--- src/rtl/dm_pkg.sv ---
// dm_pkg: sequencer state encoding, command-master BTT limits and a chunk-size legality check
package dm_pkg;
  typedef enum logic [2:0] {ST_IDLE, ST_ISSUE, ST_WAIT_ACK, ST_WAIT_DONE, ST_FINISH} dm_state_e;
  localparam int DM_BTT_W = 23;
  localparam int DM_MAX_BTT = 2**23 - 1;
  localparam int DM_MAX_CHUNK = (DM_MAX_BTT + 1) / 2;
  function automatic bit chunk_ok(input int max_chunk);
    return max_chunk >= 1 && max_chunk <= DM_MAX_CHUNK && (max_chunk & (max_chunk - 1)) == 0;
  endfunction
endpackage

--- src/rtl/dm_xfer_sequencer.sv ---
// dm_xfer_sequencer: splits one work request (s_wr_*) into <=MAX_CHUNK DataMover commands (dm_start/dm_* fields, paced by dm_ready), flagging busy, wr_done and wr_err
module dm_xfer_sequencer
  import dm_pkg::*;
#(
  parameter int MAX_CHUNK = 4096,
  parameter int LEN_W = 32
) (
  input  logic             clk,
  input  logic             rst_n,
  input  logic             s_wr_valid,
  output logic             s_wr_ready,
  input  logic             s_wr_is_read,
  input  logic [31:0]      s_wr_saddr,
  input  logic [31:0]      s_wr_daddr,
  input  logic [LEN_W-1:0] s_wr_len,
  output logic             dm_start,
  output logic             dm_is_read,
  output logic [31:0]      dm_saddr,
  output logic [31:0]      dm_daddr,
  output logic [31:0]      dm_btt,
  input  logic             dm_ready,
  output logic             busy,
  output logic             wr_done,
  output logic             wr_err
);
  localparam bit CHUNK_OK = chunk_ok(MAX_CHUNK);
  if (!CHUNK_OK) begin : g_bad_chunk
    $error("MAX_CHUNK must be a power of two in 1..2^22");
  end
  dm_state_e state;
  logic is_read_q;
  logic [31:0] cur_saddr, cur_daddr;
  logic [LEN_W-1:0] remaining, btt_len;
  function automatic logic [DM_BTT_W-1:0] chunk_of(input logic [LEN_W-1:0] rem);
    return rem < LEN_W'(MAX_CHUNK) ? DM_BTT_W'(rem) : DM_BTT_W'(MAX_CHUNK);
  endfunction
  assign s_wr_ready = state == ST_IDLE;
  assign btt_len = LEN_W'(dm_btt);
  always_ff @(posedge clk or negedge rst_n)
    if (!rst_n) begin
      state <= ST_IDLE;
      dm_start <= 1'b0;
      busy <= 1'b0;
      wr_done <= 1'b0;
      wr_err <= 1'b0;
      dm_is_read <= 1'b1;
      dm_saddr <= '0;
      dm_daddr <= '0;
      dm_btt <= '0;
      is_read_q <= 1'b1;
      cur_saddr <= '0;
      cur_daddr <= '0;
      remaining <= '0;
    end else begin
      dm_start <= 1'b0;
      wr_done <= 1'b0;
      wr_err <= 1'b0;
      unique case (state)
        ST_IDLE: if (s_wr_valid) begin
          is_read_q <= s_wr_is_read;
          cur_saddr <= s_wr_saddr;
          cur_daddr <= s_wr_daddr;
          remaining <= s_wr_len;
          busy <= 1'b1;
          state <= s_wr_len == '0 ? ST_FINISH : ST_ISSUE;
          wr_done <= s_wr_len == '0;
          wr_err <= s_wr_len == '0;
        end
        ST_ISSUE: begin
          dm_btt <= 32'(chunk_of(remaining));
          dm_saddr <= cur_saddr;
          dm_daddr <= cur_daddr;
          dm_is_read <= is_read_q;
          dm_start <= dm_ready;
          state <= dm_ready ? ST_WAIT_ACK : ST_ISSUE;
        end
        ST_WAIT_ACK: state <= dm_ready ? ST_WAIT_ACK : ST_WAIT_DONE;
        ST_WAIT_DONE: if (dm_ready) begin
          cur_saddr <= cur_saddr + dm_btt;
          cur_daddr <= cur_daddr + dm_btt;
          remaining <= remaining - btt_len;
          wr_done <= remaining == btt_len;
          state <= remaining == btt_len ? ST_FINISH : ST_ISSUE;
        end
        ST_FINISH: begin
          busy <= 1'b0;
          state <= ST_IDLE;
        end
        default: state <= ST_IDLE;
      endcase
    end
endmodule

--- config.mk ---
export PLATFORM = sky130hd
export DESIGN_NAME = dm_xfer_sequencer
export DESIGN_NICKNAME = d
export VERILOG_FILES = /design/src/rtl/dm_pkg.sv /design/src/rtl/dm_xfer_sequencer.sv
export SDC_FILE = /design/constraint.sdc
export NUM_CORES = 1
export LEC_CHECK = 0
export ABC_AREA = 1
export ABC_CLOCK_PERIOD_IN_PS = 1900
export CORE_MARGIN = 4
export CORE_UTILIZATION = 51
export DETAILED_ROUTE_END_ITERATION = 6
export HOLD_SLACK_MARGIN = 0.15
export PLACE_DENSITY_LB_ADDON = 0.05
export SLEW_MARGIN = 20
export SYNTH_ARGS = -nofsm -noshare
export SYNTH_HDL_FRONTEND = slang
export SYNTH_SLANG_ARGS = --single-unit
--- constraint.sdc ---
create_clock -name clk -period 1.9 [get_ports clk]
set_input_delay 0.57 -clock clk [delete_from_list [all_inputs] [get_ports clk]]
set_output_delay 0.57 -clock clk [all_outputs]
set_load 0.05 [all_outputs]
# ---- Yosys cells after proc, flatten, opt, wreduce, memory -nomap -nowiden
# Index checks and enable logic that the tools add are counted.
dict set report op_classes {
  add_sub_neg 3
  n_lt_le_gt_ge 1
  n_eq_ne 7
  muxes 24
  n_reduce_logical 8
}
# cell n
set ops {}
lappend ops {{2-to-1 mux 32 bit} 6}
lappend ops {{case mux 32 bit (2 select lines)} 3}
lappend ops {{adder 32 x 23 -> 32 bit} 2}
lappend ops {{== test 32 x 23 -> 1 bit} 1}
lappend ops {{zero test 32 bit} 1}
lappend ops {{less-than comparator 32 x 13 -> 1 bit (second input constant)} 1}
lappend ops {{subtractor 32 x 23 -> 32 bit} 1}
lappend ops {{2-to-1 mux 23 bit} 1}
lappend ops {{2-to-1 mux 3 bit} 4}
lappend ops {{case mux 3 bit (4 select lines)} 1}
lappend ops {{== test 3 x 2 -> 1 bit (second input constant)} 2}
lappend ops {{2-to-1 mux 1 bit} 6}
lappend ops {{AND reduction 2 bit} 3}
lappend ops {{!= test 2 bit (second input constant)} 2}
lappend ops {{case mux 1 bit (2 select lines)} 2}
lappend ops {{nonzero test 2 bit} 2}
lappend ops {{== test 3 x 1 -> 1 bit (second input constant)} 1}
lappend ops {{== test 3 bit (second input constant)} 1}
lappend ops {{zero test 3 bit} 1}
lappend ops {{AND reduction 3 bit} 1}
lappend ops {{2-to-1 mux 2 bit} 1}
dict set report totals {
  register_bits 192
  inputBits 101
  output_inout_bits 102
  word_cells 56
}

# ---- Logic depth before layout (Yosys ltp)
dict set report logic_depth {
  word_depth 4
  ltp_mapped 16
}

# ---- Worst setup path after synthesis
# Ideal clock, no wire load.
dict set report synth_path {
  kind {flip-flop to flip-flop}
  start {reg dm_btt[0]}
  end {reg remaining[16]}
  setup_ns 0.123
  arrival_time_ns 2.094
  t_required_ns 1.777
  setup_slack_ns -0.317
  stages_incl_launch_ff 13
  n_path_buf 0
  synth_period_minus_slack_ns 2.217
  path_cell_list {dfrtp_1 > ha_1 > fa_1 > inv_1 > nand3_1 > nand3_1 > nand2_1 > nand2_1 > nand3_1 > nand3_1 > nand2_1 > o21ai_0 > nand2_1}
}
dict set report synth_between {
  elab_chain_len 3
}
# element line_no
set synth_lines {}
lappend synth_lines {{start: declaration} dm_xfer_sequencer.sv:20} ;# output logic [31:0] dm_btt,
lappend synth_lines {{start signal: assignment} dm_xfer_sequencer.sv:70} ;# dm_btt <= 32'(chunk_of(remaining));
lappend synth_lines {{subtractor 32 x 23 -> 32 bit} dm_xfer_sequencer.sv:81} ;# remaining <= remaining - btt_len;
lappend synth_lines {{2-to-1 mux 32 bit} dm_xfer_sequencer.sv:78} ;# ST_WAIT_DONE: if (dm_ready) begin
lappend synth_lines {{case mux 32 bit (2 select lines)} dm_xfer_sequencer.sv:58} ;# unique case (state)
lappend synth_lines {{end signal: assignment} dm_xfer_sequencer.sv:63} ;# remaining <= s_wr_len;
lappend synth_lines {{end signal: assignment} dm_xfer_sequencer.sv:81}
lappend synth_lines {{end: declaration} dm_xfer_sequencer.sv:33} ;# logic [LEN_W-1:0] remaining, btt_len;
# Every way passes these cells. The select of a mux whose other input is x is not followed.
# A chain may end at the register's enable or synchronous reset.

# ---- Worst setup path after layout
dict set report layout_path {
  start {reg dm_btt[0]}
  end {reg cur_saddr[16]}
}
dict set report layout_between {
  elab_chain_len 3
}
# element line_no
set layout_lines {}
lappend layout_lines {{adder 32 x 23 -> 32 bit} dm_xfer_sequencer.sv:79} ;# cur_saddr <= cur_saddr + dm_btt;
lappend layout_lines {{2-to-1 mux 32 bit} dm_xfer_sequencer.sv:78}
lappend layout_lines {{case mux 32 bit (2 select lines)} dm_xfer_sequencer.sv:58}
lappend layout_lines {{end signal: assignment} dm_xfer_sequencer.sv:61} ;# cur_saddr <= s_wr_saddr;
lappend layout_lines {{end signal: assignment} dm_xfer_sequencer.sv:79}
lappend layout_lines {{end: declaration} dm_xfer_sequencer.sv:32} ;# logic [31:0] cur_saddr, cur_daddr;
# Every way passes these cells. The select of a mux whose other input is x is not followed.

==> flow_metrics.tcl <==
set metrics [dict create \
    finalHoldViolCount 0 \
    syn2layout_area_growth_pct 62.0 \
    ys_top_cells_by_area "dfrtp_1 (33%), nand2_1 (23%), inv_1 (11%)" \
    fp.dieH_um 176 \
    outcome "complete, but fails checks" \
    synth_cell_types 35 \
    final_nets 2958 \
    worstPathArrival_ns 2.50 \
    grt_pass1_wl_um 82400 \
    placed_area_mm2 0.0191 \
    grt_max_degree 118 \
    crit_path_end "cur_saddr[16]$_DFFE_PN0P_" \
    max_freq_ghz 0.464 \
    hp-class "reg -> reg" \
    crit_path_start_kind "flip-flop" \
    cts_root_buffer "clkbuf_16" \
    tightest_slew_ns 0.525 \
    yosysMostFrequentCell "nand2_1" \
    fin_area_mm2 0.0234 \
    cts_tree "yes" \
    drtIter0Drc 1742 \
    viasPerCell 5.54 \
    cts_buffer_depth 2 \
    r2r_slack_ns -0.25 \
    critPathKind "reg -> reg" \
    finalMaxSlewViolations 0 \
    finClkSkew_ns 0.0153 \
    ioPinCount 203 \
    rr_startpoint "dm_btt[0]$_DFFE_PN0N_" \
    leakagePower_nw 11.9 \
    gr-total-overflow 0 \
    syn-cell-area_mm2 0.0144 \
    relSlewSlack_pct 65.0 \
    min_period_ns 2.15 \
    reg2reg_to "cur_saddr[16]$_DFFE_PN0P_" \
    syn-instance-count 2316 \
    diodes 0 \
    p_per_area_mw_per_mm2 1560 \
    setup_viol 88 \
    cts.sinks 192 \
    finalPower_mw 36.5 \
    die-area_mm2 0.0311 \
    io_buffers 193 \
    cp-end-kind "flip-flop" \
    synth_top_area_share_pct 32.9 \
    drt_wl_total_um 58800 \
    ys_seq_area_share_pct 33.3 \
    synth.avg_cell_area_um2 6.24 \
    antenna_found_initial 0 \
    start_util_pct 51.8 \
    die_x_um 176 \
    drive_gt1_share_pct 40.2 \
    place_congestion 0.978 \
    cp_max_fo 4 \
    ff2ff_path_depth 11 \
    yosysTopAreaCell "dfrtp_1" \
    fin_crit_sh_pct 113 \
    drcViolationCount 1 \
    post_drt_wl_per_cell_um 18.5 \
    ys_ff_latch 192 \
    critPathLaunch "dm_btt[0]$_DFFE_PN0N_" \
    num_vias 17600 \
    grtUsageTotal_pct 33.1 \
    cts_buffers 17 \
    violations "DRC, setup timing" \
    clk-insertion-delay-late_ns 0.47 \
    htreeDepth 4 \
    clkTransAtPathRegs_ns 0.08 \
    first_pass_iters 7 \
    postRouteAntennaNets 0 \
    core_mm2 0.0279 \
    yosys-top-cells-count "nand2_1 (869), inv_1 (411), nor2_1 (198), dfrtp_1 (190), nand3_1 (145)" \
    utilization_pct 84.0 \
    synth_edf_count 0 \
    grt_pass1_vias 16500 \
    dp_slack_ns -0.238 \
    max-vdd-ir-drop_mv 0.905 \
    ys_warn_count 0 \
    dpl.hpwl_um 38300 \
    fin_setup_tns_ns -7.40 \
    required_ns 2.25 \
    timing.final.ws_setup_ns -0.253 \
    row_count 61 \
    drv_cap 0 \
    rsz0062_at_grt "yes" \
    async_reset_ff_share_pct 100 \
    synth_ff_type "dfrtp_1" \
]
[routing by layer]
layer	global-route usage [%]	wire length [um]	up-vias
met3	4.20	3940	248
met4	15.2	3260	0
met2	58.4	29500	916
met5	0	0	-
met1	40.3	22200	8372
li1	-	-	8062
[critical path: stages, from the launching register on]
cell and delay, ns:
dfrtp_4 0.55, ha_4 0.19, fa_2 0.43, nand3_2 0.11
nand3_4 0.09, nand2_2 0.11, nand2_4 0.09, nand2_2 0.08
nand2_2 0.05, xor2_1 0.15, o21ai_1 0.12, nand2_1 0.07
[worst min path at each step]
stage | slack (ns) | start | cells past startpoint | end
after floorplan | 0.27 | rst_n | 0 | busy$_DFFE_PN0P_
after global placement | 0.45 | is_read_q$_DFFE_PN1P_ | 2 | dm_is_read$_DFFE_PN1N_
after detailed placement | 0.46 | is_read_q$_DFFE_PN1P_ | 2 | dm_is_read$_DFFE_PN1N_
after CTS | 0.47 | is_read_q$_DFFE_PN1P_ | 2 | dm_is_read$_DFFE_PN1N_
after global routing | 0.50 | dm_saddr[21]$_DFFE_PN0N_ | 2 | dm_saddr[21]$_DFFE_PN0N_
final | 0.48 | dm_saddr[16]$_DFFE_PN0N_ | 2 | dm_saddr[16]$_DFFE_PN0N_
[sequential cells by signal (all words and copies together), names as in the netlist, 3 cells and up]
register	flops
remaining	32
dm_btt	23
dm_saddr	32
state	3
dm_daddr	32
cur_daddr	32
cur_saddr	32
[layout by cell type, fill, tap and decap left out, types with 25 or more instances in the layout]
cell type,Yosys,final
buf_6,4,48
nor2_2,0,40
nand2_1,869,604
nand3_2,0,42
nand3_1,145,78
nor2_1,198,135
o21ai_1,1,38
a21oi_1,107,53
nand2_2,2,195
nand2_4,0,71
inv_1,411,332
clkdlybuf4s50_1,0,99
a21oi_2,10,56
ha_4,0,64
o21ai_0,104,64
buf_4,10,307
dfrtp_1,190,165
nand3_4,0,25
inv_2,3,72
buf_12,0,53
[through the flow]
stage | std cells | hold WS (ns)
2_1_floorplan | 2324 | 0.274
3_3_place_gp | 3077 | 0.452
3_5_place_dp | 3077 | 0.455
4_1_cts | 3149 | 0.468
5_1_grt | 3176 | 0.496
6_report | 3176 | 0.479
[cell families after synthesis]
kind of cell | synth area share, %
AND/OR/NAND/NOR | 35.1
adder cells (fa/ha/maj) | 6.39
other | 0.0260
XOR/XNOR | 1.88
multiplexers | 0.0780
buffers and inverters | 13.2
flip-flops | 33.3
AO/OA/AOI/OAI | 10.0
[where the power goes]
part           total, mW  switching [mW]  internal, mW
clock network       3.82            2.01          1.81
registers           7.55            1.71          5.84
logic               25.1            15.3          9.81
[what timing repair did]
item	in CTS	in global routing
hold endpoints to repair	35	0
pin swaps	76	227
buffers inserted	42	37
gates cloned	0	1
hold buffers	1	0
endpoints found under the setup margin	81	114
gates resized for setup	318	516
[area by class of cell]
| class | count | area, um2 |
|---|---|---|
| Fill cell | 1667 | 4460 |
| Inverter | 414 | 1580 |
| Clock inverter | 14 | 159 |
| Timing Repair Buffer | 511 | 4970 |
| Multi-Input combinational cell | 1649 | 10900 |
| Tap cell | 378 | 473 |
| Sequential cell | 192 | 4840 |
| Clock buffer | 18 | 439 |
No activity file was read; power rests on OpenSTA's default activity.
